File: config.mk
export PLATFORM = sky130hd
export DESIGN_NAME = pwm_capture
export DESIGN_NICKNAME = d
export VERILOG_FILES = /design/src/rtl/pwm_capture.sv
export SDC_FILE = /design/constraint.sdc
export NUM_CORES = 1
export LEC_CHECK = 0
export CAP_MARGIN = 20
export CORE_AREA = 2 2 95 97
export CTS_CLUSTER_SIZE = 16
export DETAILED_ROUTE_END_ITERATION = 7
export DIE_AREA = 0 0 97 99
export PLACE_DENSITY = 0.76
export SYNTH_ARGS = -nofsm -noshare
export SYNTH_HDL_FRONTEND = slang
export SYNTH_SLANG_ARGS = --single-unit
File: constraint.sdc
create_clock -name selected_clk -period 2.8 [get_ports selected_clk]
set_input_delay 0.42 -clock selected_clk [delete_from_list [all_inputs] [get_ports selected_clk]]
set_output_delay 0.42 -clock selected_clk [all_outputs]
set_load 0.03 [all_outputs]
File: src/rtl/pwm_capture.sv
// PWM input capture: measures period and high time of i_pwm in selected_clk cycles, Wishbone register map.
// Optional glitch filter enabled by defining PWM_CAPTURE_FILTER_EN.
module pwm_capture #(
    parameter int unsigned SYNC_STAGES = 2
) (
    input  logic        selected_clk,
    input  logic        i_rst,
    input  logic        i_pwm,
    input  logic        i_wb_cyc,
    input  logic        i_wb_stb,
    input  logic        i_wb_we,
    input  logic [15:0] i_wb_adr,
    input  logic [15:0] i_wb_data,
    output logic [15:0] o_wb_data,
    output logic        o_wb_ack,
    output logic        o_irq
);

    localparam logic [15:0] ADR_CTRL   = 16'h0000;
    localparam logic [15:0] ADR_STATUS = 16'h0002;
    localparam logic [15:0] ADR_PERIOD = 16'h0004;
    localparam logic [15:0] ADR_HIGH   = 16'h0006;

    typedef enum logic [1:0] {
        ST_IDLE,
        ST_HIGH,
        ST_LOW
    } state_t;

    logic [SYNC_STAGES-1:0] sync_q, sync_d;
    logic                   lvl_q, lvl_d;
    logic                   rise_q, rise_d;
    logic                   fall_q, fall_d;
    state_t                 state_q, state_d;
    logic [15:0]            cnt_q, cnt_d;
    logic [15:0]            hi_cnt_q, hi_cnt_d;
    logic [15:0]            period_q, period_d;
    logic [15:0]            high_q, high_d;
    logic                   en_q, en_d;
    logic                   irq_en_q, irq_en_d;
    logic                   oneshot_q, oneshot_d;
    logic                   valid_q, valid_d;
    logic                   ovf_q, ovf_d;
    logic                   ack_q, ack_d;
    logic [15:0]            wb_data_q, wb_data_d;

    logic        sync_out;
    logic        level;
    logic        wb_req;
    logic        wr_ctrl;
    logic        wr_status;
    logic        en_next;
    logic        irq_en_next;
    logic        oneshot_next;
    logic        capture;
    logic        overflow;
    logic        busy;
    logic [15:0] cnt_inc;
    logic [15:0] rd_mux;
    logic        unused_wdata;

    assign sync_out     = sync_q[SYNC_STAGES-1];
    assign unused_wdata = ^i_wb_data[15:3];

`ifdef PWM_CAPTURE_FILTER_EN
    logic       filt_q, filt_d;
    logic [1:0] run_q, run_d;

    // Level follows the synchronizer only after three consecutive disagreeing samples.
    always_comb begin
        filt_d = filt_q;
        run_d  = '0;
        if (sync_out != filt_q) begin
            if (run_q == 2'd2) begin
                filt_d = sync_out;
            end else begin
                run_d = run_q + 2'd1;
            end
        end
    end

    always_ff @(posedge selected_clk or posedge i_rst) begin
        if (i_rst) begin
            filt_q <= 1'b0;
            run_q  <= '0;
        end else begin
            filt_q <= filt_d;
            run_q  <= run_d;
        end
    end

    assign level = filt_q;
`else
    assign level = sync_out;
`endif

    always_comb begin
        sync_d = {sync_q[SYNC_STAGES-2:0], i_pwm};
        lvl_d  = level;
        rise_d = level & ~lvl_q;
        fall_d = ~level & lvl_q;
    end

    always_comb begin
        wb_req       = i_wb_cyc & i_wb_stb & ~ack_q;
        wr_ctrl      = wb_req & i_wb_we & (i_wb_adr == ADR_CTRL);
        wr_status    = wb_req & i_wb_we & (i_wb_adr == ADR_STATUS);
        en_next      = wr_ctrl ? i_wb_data[0] : en_q;
        irq_en_next  = wr_ctrl ? i_wb_data[1] : irq_en_q;
        oneshot_next = wr_ctrl ? i_wb_data[2] : oneshot_q;
        busy         = (state_q != ST_IDLE);
        cnt_inc      = (cnt_q == '1) ? cnt_q : cnt_q + 16'd1;
    end

    // Capture FSM; a same-cycle write of EN=0 is folded in via en_next and beats any capture.
    always_comb begin
        state_d   = state_q;
        cnt_d     = cnt_q;
        hi_cnt_d  = hi_cnt_q;
        period_d  = period_q;
        high_d    = high_q;
        en_d      = en_next;
        irq_en_d  = irq_en_next;
        oneshot_d = oneshot_next;
        capture   = 1'b0;
        overflow  = 1'b0;
        if (!en_next) begin
            state_d = ST_IDLE;
            cnt_d   = '0;
        end else begin
            case (state_q)
                ST_IDLE: begin
                    cnt_d = '0;
                    if (rise_q) begin
                        state_d = ST_HIGH;
                        cnt_d   = 16'd1;
                    end
                end
                ST_HIGH: begin
                    if (fall_q) begin
                        hi_cnt_d = cnt_q;
                        cnt_d    = cnt_inc;
                        state_d  = ST_LOW;
                    end else if (cnt_q == '1) begin
                        overflow = 1'b1;
                        state_d  = ST_IDLE;
                        cnt_d    = '0;
                    end else begin
                        cnt_d = cnt_inc;
                    end
                end
                ST_LOW: begin
                    if (rise_q) begin
                        capture  = 1'b1;
                        period_d = cnt_q;
                        high_d   = hi_cnt_q;
                        cnt_d    = 16'd1;
                        state_d  = ST_HIGH;
                        if (oneshot_next) begin
                            en_d    = 1'b0;
                            cnt_d   = '0;
                            state_d = ST_IDLE;
                        end
                    end else if (cnt_q == '1) begin
                        overflow = 1'b1;
                        state_d  = ST_IDLE;
                        cnt_d    = '0;
                    end else begin
                        cnt_d = cnt_inc;
                    end
                end
                default: begin
                    state_d = ST_IDLE;
                    cnt_d   = '0;
                end
            endcase
        end
        // Set events win over a write-1-to-clear on the same edge.
        valid_d = capture  | (valid_q & ~(wr_status & i_wb_data[0]));
        ovf_d   = overflow | (ovf_q   & ~(wr_status & i_wb_data[1]));
    end

    always_comb begin
        case (i_wb_adr)
            ADR_CTRL:   rd_mux = {13'd0, oneshot_q, irq_en_q, en_q};
            ADR_STATUS: rd_mux = {13'd0, busy, ovf_q, valid_q};
            ADR_PERIOD: rd_mux = period_q;
            ADR_HIGH:   rd_mux = high_q;
            default:    rd_mux = '0;
        endcase
        ack_d     = wb_req;
        wb_data_d = (wb_req & ~i_wb_we) ? rd_mux : '0;
    end

    always_ff @(posedge selected_clk or posedge i_rst) begin
        if (i_rst) begin
            sync_q    <= '0;
            lvl_q     <= 1'b0;
            rise_q    <= 1'b0;
            fall_q    <= 1'b0;
            state_q   <= ST_IDLE;
            cnt_q     <= '0;
            hi_cnt_q  <= '0;
            period_q  <= '0;
            high_q    <= '0;
            en_q      <= 1'b0;
            irq_en_q  <= 1'b0;
            oneshot_q <= 1'b0;
            valid_q   <= 1'b0;
            ovf_q     <= 1'b0;
            ack_q     <= 1'b0;
            wb_data_q <= '0;
        end else begin
            sync_q    <= sync_d;
            lvl_q     <= lvl_d;
            rise_q    <= rise_d;
            fall_q    <= fall_d;
            state_q   <= state_d;
            cnt_q     <= cnt_d;
            hi_cnt_q  <= hi_cnt_d;
            period_q  <= period_d;
            high_q    <= high_d;
            en_q      <= en_d;
            irq_en_q  <= irq_en_d;
            oneshot_q <= oneshot_d;
            valid_q   <= valid_d;
            ovf_q     <= ovf_d;
            ack_q     <= ack_d;
            wb_data_q <= wb_data_d;
        end
    end

    assign o_wb_data = wb_data_q;
    assign o_wb_ack  = ack_q;
    assign o_irq     = valid_q & irq_en_q;

endmodule
==> results of run 1 <==
[stage by stage]
stage	TNS, ps	hold slack [ps]	std cells
after global placement	-987	337	477
final	0	358	493
after global routing	0	363	493
after detailed placement	-2570	339	477
after CTS	0	360	493
after floorplan	0	331	321
[layout make-up]
cell class | instances | area share
sequential | 93 | 0.456
timing repair buffer | 59 | 0.122
tap | 108 | 0.0265
inverter | 11 | 0.00882
clock inverter | 6 | 0.0184
multi-input combinational | 206 | 0.341
clock buffer | 10 | 0.0270
[state kept, by name (all words and copies together), names as in the netlist]
| name | count |
|---|---|
| en_q | 1 |
| rise_q | 1 |
| oneshot_q | 1 |
| period_q | 16 |
| cnt_q | 16 |
| o_wb_ack | 1 |
| sync_q | 2 |
| irq_en_q | 1 |
| hi_cnt_q | 16 |
| ovf_q | 1 |
| fall_q | 1 |
| high_q | 16 |
| lvl_q | 1 |
| state_q | 2 |
| o_wb_data | 16 |
| valid_q | 1 |
[critical path, stage by stage]
cell and delay, ps:
clkdlybuf4s50_1 460, nor4_4 340, nand4_2 140, or4b_4 590, a21oi_4 250, buf_12 230
mux2_4 320
[power by group through the flow]
| stage | logic [mW] | registers (mW) | clock network [mW] |
|---|---|---|---|
| after floorplan | 0.0407 | 1.38 | 0 |
| after global placement | 0.102 | 1.38 | 0 |
| after detailed placement | 0.106 | 1.38 | 0 |
| after CTS | 0.106 | 1.35 | 1.04 |
| after global routing | 0.114 | 1.35 | 1.09 |
| final | 0.103 | 1.35 | 1.02 |
[logic make-up after synthesis]
kind of cell | synth area share
compound gates | 0.0449
simple gates | 0.125
buf+inv | 0.0381
fa+ha+maj | 0.0177
flops | 0.550
xor+xnor | 0.0166
mux | 0.208
[per-layer routing]
layer / wire length, um / vias up / part of all wire
met1: 3690 / 1337 / 0.45
met5: 0 / - / 0
li1: - / 1246 / -
met2: 4120 / 44 / 0.50
met4: 159 / 0 / 0.019
met3: 210 / 16 / 0.026
[path summary, 6_finish.rpt]
check                                  start            to  slack, ps  depth (start not counted)
worst max register to register      cnt_q[0]      cnt_q[0]        500                          8
max in group asynchronous              i_rst  o_wb_data[6]       1760                          3
worst min register to register     sync_q[0]     sync_q[1]        360                          0
min in group asynchronous              i_rst    high_q[11]        460                          2
worst max-delay path            i_wb_adr[11]     high_q[0]        290                          7
worst min-delay path               sync_q[0]     sync_q[1]        360                          0
[placed cells by master (no fill, tap or decap), types with 10 or more instances in the layout]
| cell type | n |
|---|---|
| buf_4 | 11 |
| clkbuf_8 | 10 |
| clkdlybuf4s50_1 | 42 |
| dfrtp_1 | 93 |
| inv_1 | 10 |
| mux2_1 | 10 |
| mux2_2 | 10 |
| mux2_4 | 29 |
| mux2i_1 | 15 |
| nand2_1 | 17 |
| nor2_1 | 33 |
==> reports/metrics.yaml, run 1 <==
status: "finished, final reports clean"
total_power_mw: 2.47
grtUsageMet1: 0.240
grtUsageTotal: 0.182
cts_setup_buffers: 0
ys_seq_area_frac: 0.550
die_w_um: 97
rsz0062_at_grt: "no"
synth_area_leader_cell: "dfrtp_1"
hold_viol: 0
placed_area_um2: 4870
drt-total-wl_um: 8170
clkTransAtPathRegs_ps: 90
tightest_slew_ps: 615
synth_edf_count: 0
nets: 424
met2_usage: 0.295
start_kind: "primary input"
p_per_area_nw_per_um2: 485
synth_top_area_frac: 0.550
yosysMostFrequentCell: "dfrtp_1"
coreArea_um2: 8550
ctsHoldBuffers: 0
boundaryPins: 56
rows: 34
root_buffer: "clkbuf_8"
port_buffers: 42
final_core_util: 0.597
gp_congestion: 0.785
grt_pass1_wl_um: 13900
timing.slew.headroom: 0.589
antenna_found_initial: 0
cts_tree: "done"
first_pass_iters: 5
htreeDepth: 3
power_frac_comb: 0.042
synth.area.top_cells: "dfrtp_1, mux2_4, mux2i_1"
clock_path_buffers: 2
tritoncts.num_buffers: 9
syn-num-nets: 365
p_switching_uw: 544
synth_top_cells_by_count: "dfrtp_1, nor2_1, mux2_4"
multiInputGateArea_um2: 1740
period_share: 0.897
dp_hpwl_um: 5610
setup-violations-final: 0
grt_max_degree: 32
fp.dieArea_um2: 9600
critPathRequiredTime_ps: 3050
drc: 0
clock_skew_ps: 13.2
synthCells: 321
top_usage_layer: "met2"
vias: 2643
drt_iter0_markers: 124
regArea_um2: 2330
area_growth_pct: 20.6
globalRouteMet3Util: 0.0333
ys_dominant_reg_cell: "dfrtp_1"
drv_slew: 0
switching_share: 0.220
start_util: 0.495
cts.sinks: 93
arrival_ps: 2760
min_period_ps: 2510
hold_class: "register to register"
vias_per_cell: 5.36
clockPowerShare: 0.413
drive_above_1_share: 0.229
layout_setup_ws_ps: 288
ys_types: 47
leakage_nw: 2.27
irDropWorstVdd_mv: 0.376
num-fill-cells: 638
synthesis.area_um2: 4230
cp_max_fo: 21
yosys_register_bits: 93
grt_overflow: 0
crit_type: "primary input to register"
clock_latency_ps: 370
final_area_um2: 5100
post-place-ws_ps: -94.8
internal_power_mw: 1.93
ctsResizeCount: 0
fmax_mhz: 398
synth_area_per_cell_um2: 13.2
first_global_vias: 2815
async_flop_share: 1.00
n_antenna_cell: 0
die_h_um: 99
wl_per_cell_um: 16.6
worstSetupEndpointType: "register"
ys_warn_count: 0
ant_nets: 0
cap_violations: 0
p_seq_frac: 0.545
No activity file was read; power rests on OpenSTA's default activity.
==> run 2, diff against run 1 <==
--- a/config.mk
+++ b/config.mk
@@ -5,6 +5,7 @@
 export SDC_FILE = /design/constraint.sdc
 export NUM_CORES = 1
 export LEC_CHECK = 0
+export ABC_CLOCK_PERIOD_IN_PS = 2800
 export CAP_MARGIN = 20
 export CORE_AREA = 2 2 95 97
 export CTS_CLUSTER_SIZE = 16
==> results of run 2 <==
Final layout, timing and power as in run 1 (identical DEF).
==> RTL edit 1 (settings of run 2) <==
The 3 states of `state_t` get a one-hot encoding in 3 bits.
--- a/src/rtl/pwm_capture.sv
+++ b/src/rtl/pwm_capture.sv
@@ -21,10 +21,10 @@
     localparam logic [15:0] ADR_PERIOD = 16'h0004;
     localparam logic [15:0] ADR_HIGH   = 16'h0006;
 
-    typedef enum logic [1:0] {
-        ST_IDLE,
-        ST_HIGH,
-        ST_LOW
+    typedef enum logic [2:0] {
+        ST_IDLE = 3'b001,
+        ST_HIGH = 3'b010,
+        ST_LOW  = 3'b100
     } state_t;
 
     logic [SYNC_STAGES-1:0] sync_q, sync_d;
Check against the original RTL: no difference found for any inputs over 10 cycles, from zero or initial values and one cycle with i_rst high; not proved beyond that.
==> RTL edit 1 against run 2 <==
  * First-iteration DRC count is 35% higher
  * Worst setup slack improved by 31 ps
  * Synthesized cell count grew 1.6%
  * Sequential cell count increased by 1
  * Cell area down 5.3%
  * Combinational power shrank 25%
  * Synthesized area fell by 5.1%
  * Global-route usage down 1.3 points
  * Total power down 5.8%
  * Wire length decreased by 9.2%
  * Critical path depth increased by 1
  * Largest cell class unchanged
==> RTL edit 1: results (changes against run 2) <==
Global route
The pin count of the biggest net entering global routing came to 95 (+200%). The initial antenna violation count is 0 (unchanged). The combined global-route utilization of all metal layers was 16.8% (-1.3 points). The wire length of the first global-routing pass is 12,900 um (-7.3%). The number of global-route vias before repair is 2,723 (-3.3%).

Setup path
The worst endpoint data arrival time is 2760 ps (about the same). The reg-to-reg critical path startpoint is cnt_q[5]. The reg2reg setup slack was 540 ps (+40 ps).

The worst register-to-register path ends at cnt_q[14]. The depth of the most critical reg-to-reg path was 6 (-2). The worst setup path startpoint is i_wb_adr[0].

The largest driver fanout on the critical path was 3 (-86%).

Place
The quantity of I/O buffers inserted on ports is 42 (unchanged). The routability congestion estimate was 0.854 (+8.8%). The post-detailed-placement half-perimeter wirelength is 4960 um (-12%).

Logic synthesis
The post-synth net total is 366 (+0.27%). By count the netlist is led by sky130_fd_sc_hd__dfrtp_1 (93), sky130_fd_sc_hd__mux2_2 (47), sky130_fd_sc_hd__nor2_1 (39), sky130_fd_sc_hd__nand2_1 (16), sky130_fd_sc_hd__a22oi_1 (13). The fraction of registers with async set or reset after synthesis is 100% (unchanged). The post-synthesis sequential area ratio is 58.6% (+3.6 points). The number of warnings reported in the yosys synthesis log is 0 (unchanged). The number of different library cells in the post-synthesis netlist is 44 (-6.4%). Yosys attributes the largest share of cell area to sky130_fd_sc_hd__dfrtp_1 (58%), sky130_fd_sc_hd__mux2_2 (13%), sky130_fd_sc_hd__nor2_1 (3.6%).

Route
The wire length reported by the detailed router is 7420 um (-9.2%). The total number of vias is 2,616 (-1.0%). The detailed-routing iteration count for the pre-antenna-repair pass came to 4 (-1). The number of DRC violations after detailed-routing iteration 0 came to 168 (+35%).

Status
The run finished with clean final reports.

Worst hold path
The path category of the worst min-delay check is reg -> reg. The worst hold path stage count is 0 (unchanged). The hold-critical path endpoint is sync_q[1]. The startpoint identified for the worst hold timing path is sync_q[0].

CTS
The number of buffers created by CTS came to 9 (unchanged). The CTS clock-pin slew for the worst setup and hold paths is 90 ps (about the same). The post-cts repair resize count is 0 (unchanged). The count of buffers added by post-CTS timing repair for setup is 0 (unchanged). The root buffer cell is sky130_fd_sc_hd__clkbuf_8. The source-to-sink clock delay at the later pin of the worst-skew pair is 360 ps. The H-tree depth is 3 (unchanged). The maximum number of buffers from clock root to sink is 2 (unchanged).

Final layout
The antenna diode instance count is 0 (unchanged). The final-stage net count is 420 (-0.94%). The share of final-layout standard cells stronger than drive strength 1 is 22.6% (-0.26 points).

Power and ir drop
The highest ir drop seen on vdd is 0.209 mV (-45%). The static leakage is 2.12 nW (-6.7%). The cell internal power dissipation came to 1.84 mW (-4.9%).

Timing
The worst slew margin relative to its limit was 65.7% (+6.8 points). The minimum hold slack is 360 ps (+2.22 ps). The setup skew after layout came to 7.64 ps (-5.52 ps).
RTL edit 1: worst max-delay path by stage:
stage	to
floorplan	hi_cnt_q[0]
global placement	state_q[0]
detailed placement	state_q[0]
CTS	cnt_q[12]
global route	cnt_q[12]
finish	state_q[0]
RTL edit 1: final cells by class:
type	instances	area (um2)
Clock inverter	5	58.8
Clock buffer	11	141
Multi-Input combinational cell	212	1560
Timing Repair Buffer	55	556
Tap cell	108	135
Sequential cell	94	2350
Inverter	8	33.8
Fill cell	723	3720
RTL edit 1: power by group through the flow:
stage               Combinational [mW]  Sequential (mW)  Clock [mW]
floorplan                       0.0288             1.39           0
global placement                0.0791             1.39           0
detailed placement              0.0801             1.39           0
global route                    0.0870             1.36       0.974
CTS                             0.0803             1.36       0.931
finish                          0.0775             1.36       0.891
RTL edit 1: cells by family (layout without fill, tap and decap cells):
kind of cell | Yosys count | after routing | share of synthesized area (%)
AND/OR/NAND/NOR | 111 | 111 | 14.0
flip-flops | 94 | 94 | 58.6
multiplexers | 57 | 57 | 17.0
AO/OA/AOI/OAI | 37 | 37 | 6.01
buffers and inverters | 20 | 79 | 2.65
XOR/XNOR | 5 | 5 | 1.09
adder cells (fa/ha/maj) | 2 | 2 | 0.623
RTL edit 1: routing by layer:
layer / wire length, um / vias up / part of all wire, % / track usage [%]
li1: - / 1258 / - / -
met4: 99 / 0 / 1.3 / 6.18
met3: 227 / 7 / 3.1 / 3.69
met1: 3540 / 1310 / 48 / 22.7
met5: 0 / - / 0 / 0
met2: 3550 / 41 / 48 / 27.1
RTL edit 1: worst max-delay path, cell delays in order:
cell,delay [ps]
sky130_fd_sc_hd__clkdlybuf4s50_1,390
sky130_fd_sc_hd__nor4_1,300
sky130_fd_sc_hd__nand4_1,160
sky130_fd_sc_hd__or3_1,450
sky130_fd_sc_hd__buf_4,180
sky130_fd_sc_hd__mux2_2,260
sky130_fd_sc_hd__nand2_1,80
sky130_fd_sc_hd__or4b_1,520
RTL edit 1: per-stage QoR:
| stage | util [%] | setup slack, ps | cell area [um2] | cells | TNS [ps] |
|---|---|---|---|---|---|
| detailed placement | 54.2 | -61.5 | 4630 | 477 | -1430 |
| floorplan | - | 307 | 4020 | 326 | 0 |
| CTS | 56.5 | 319 | 4830 | 493 | 0 |
| global route | 56.5 | 161 | 4830 | 493 | 0 |
| global placement | 54.2 | -33.6 | 4630 | 477 | -743 |
| finish | 56.5 | 319 | 4830 | 493 | 0 |
==> RTL edit 2 (flow settings as in run 2) <==
Without the edit above. Set the parameter `SYNC_STAGES` to 4 (it was 2).
--- a/src/rtl/pwm_capture.sv
+++ b/src/rtl/pwm_capture.sv
@@ -1,7 +1,7 @@
 // PWM input capture: measures period and high time of i_pwm in selected_clk cycles, Wishbone register map.
 // Optional glitch filter enabled by defining PWM_CAPTURE_FILTER_EN.
 module pwm_capture #(
-    parameter int unsigned SYNC_STAGES = 2
+    parameter int unsigned SYNC_STAGES = 4
 ) (
     input  logic        selected_clk,
     input  logic        i_rst,
Formal check against the unedited RTL: not equivalent (Yosys sat finds a counterexample within 10 cycles, from zero or initial values and one cycle with i_rst high).
==> RTL edit 2 against run 2 <==
  * Synthesized area decreased by 1.1%
  * Cell area decreased by 3.3%
  * Worst setup slack improved by 95 ps
  * Sequential cell count increased by 2
  * Wire length decreased by 12%
  * Total power decreased by 5.5%
  * Non-clock buffer count decreased by 10
  * Critical endpoint is now cnt_q[0]
==> RTL edit 2: results (changes against run 2) <==
Status
The run finished with clean final reports.

Global route
The number of global-route vias before repair is 2,577 (-8.5%). The wire length of the first global-routing pass is 12,100 um (-13%). The combined global-route utilization of all metal layers came to 15.8% (-2.3 points).

The pin count of the biggest net entering global routing came to 37 (+16%).

Route
The wire length reported by the detailed router is 7210 um (-12%). The number of DRC violations after detailed-routing iteration 0 is 72 (-42%). The detailed-routing iteration count for the pre-antenna-repair pass came to 4 (-1).

Logic synthesis
By count the netlist is led by sky130_fd_sc_hd__dfrtp_1 (95), sky130_fd_sc_hd__mux2_2 (48), sky130_fd_sc_hd__nor2_1 (28), sky130_fd_sc_hd__mux2i_1 (16), sky130_fd_sc_hd__nand2_1 (14). By area the synthesized netlist is led by sky130_fd_sc_hd__dfrtp_1 (57%), sky130_fd_sc_hd__mux2_2 (13%), sky130_fd_sc_hd__mux2i_1 (3.8%). The number of different library cells in the post-synthesis netlist is 45 (-4.3%).

Timing
The worst slew margin relative to its limit came to 54.3% (-4.6 points).

Worst hold path
The startpoint identified for the worst hold timing path is sync_q[1]. The hold-critical path endpoint is sync_q[2].

Place
The post-detailed-placement half-perimeter wirelength was 4970 um (-11%). The post-placement cell area is 4750 um2 (-2.5%). The routability congestion estimate is 0.773 (-1.6%).

Setup path
The reg2reg setup slack is 380 ps (-120 ps). The largest driver fanout on the critical path is 6 (-71%). The depth of the most critical reg-to-reg path is 7 (-1). The highest cell delay on the worst timing path is 670 ps (+80 ps). The worst endpoint data arrival time is 2670 ps (-90 ps).

Final layout
The final-stage net count was 415 (-2.1%). The share of final-layout standard cells stronger than drive strength 1 is 24.5% (+1.7 points). The count of filler cells inserted in the layout is 697 (+9.2%).

CTS
The source-to-sink clock delay at the later pin of the worst-skew pair was 350 ps (-20 ps).

Power and ir drop
The static leakage is 2.22 nW (-2.1%).
## RTL edit 2: cell families after synthesis
| kind of cell | count (synthesis) | synth area share (%) |
|---|---|---|
| simple gates | 102 | 13.7 |
| flops | 95 | 56.8 |
| compound gates | 26 | 4.75 |
| mux | 68 | 18.4 |
| buf+inv | 16 | 2.75 |
| xor+xnor | 9 | 1.88 |
| fa+ha+maj | 6 | 1.79 |
## RTL edit 2: layout make-up
type | count | share of cell area, %
Tap cell | 108 | 2.74
Multi-Input combinational cell | 211 | 34.3
Timing Repair Buffer | 49 | 10.6
Sequential cell | 95 | 48.1
Clock buffer | 10 | 2.58
Inverter | 5 | 0.456
Clock inverter | 5 | 1.22
## RTL edit 2: worst max-delay path by stage
stage | to | cells after the start | from
3_3_place_gp | cnt_q[4] | 6 | i_wb_adr[0]
3_5_place_dp | cnt_q[14] | 6 | i_wb_adr[0]
4_1_cts | cnt_q[0] | 7 | cnt_q[0]
5_1_grt | cnt_q[0] | 7 | cnt_q[0]
2_1_floorplan | cnt_q[0] | 9 | cnt_q[0]
6_report | cnt_q[0] | 7 | cnt_q[0]
## RTL edit 2: report_power, final
group,internal [mW],switching (mW)
Combinational,0.0496,0.0526
Clock,0.410,0.448
Sequential,1.38,0.00287
Total,1.84,0.503
## RTL edit 2: routing by layer
layer / track usage, % / part of all wire (%) / up-vias
met5: 0 / 0 / -
met4: 6.18 / 1.7 / 0
met3: 3.12 / 2.6 / 10
met2: 26.5 / 49 / 35
met1: 20.5 / 46 / 1277
li1: - / - / 1237
## RTL edit 2: through the flow
step	total power [mW]	utilization (%)	worst slack, ps	std cells	hold slack, ps
finish	2.34	57.8	383	483	352
global route	2.43	57.8	189	483	365
CTS	2.37	57.8	376	483	355
detailed placement	1.51	55.6	177	468	335
global placement	1.51	55.6	233	468	336
floorplan	1.45	-	549	322	331
## RTL edit 2: worst register-to-register path, delay by kind of cell, from the launching register on
family / cells / cell delay (ps)
compound gates: 3 / 490
fa+ha+maj: 2 / 570
flops: 1 / 460
simple gates: 2 / 810
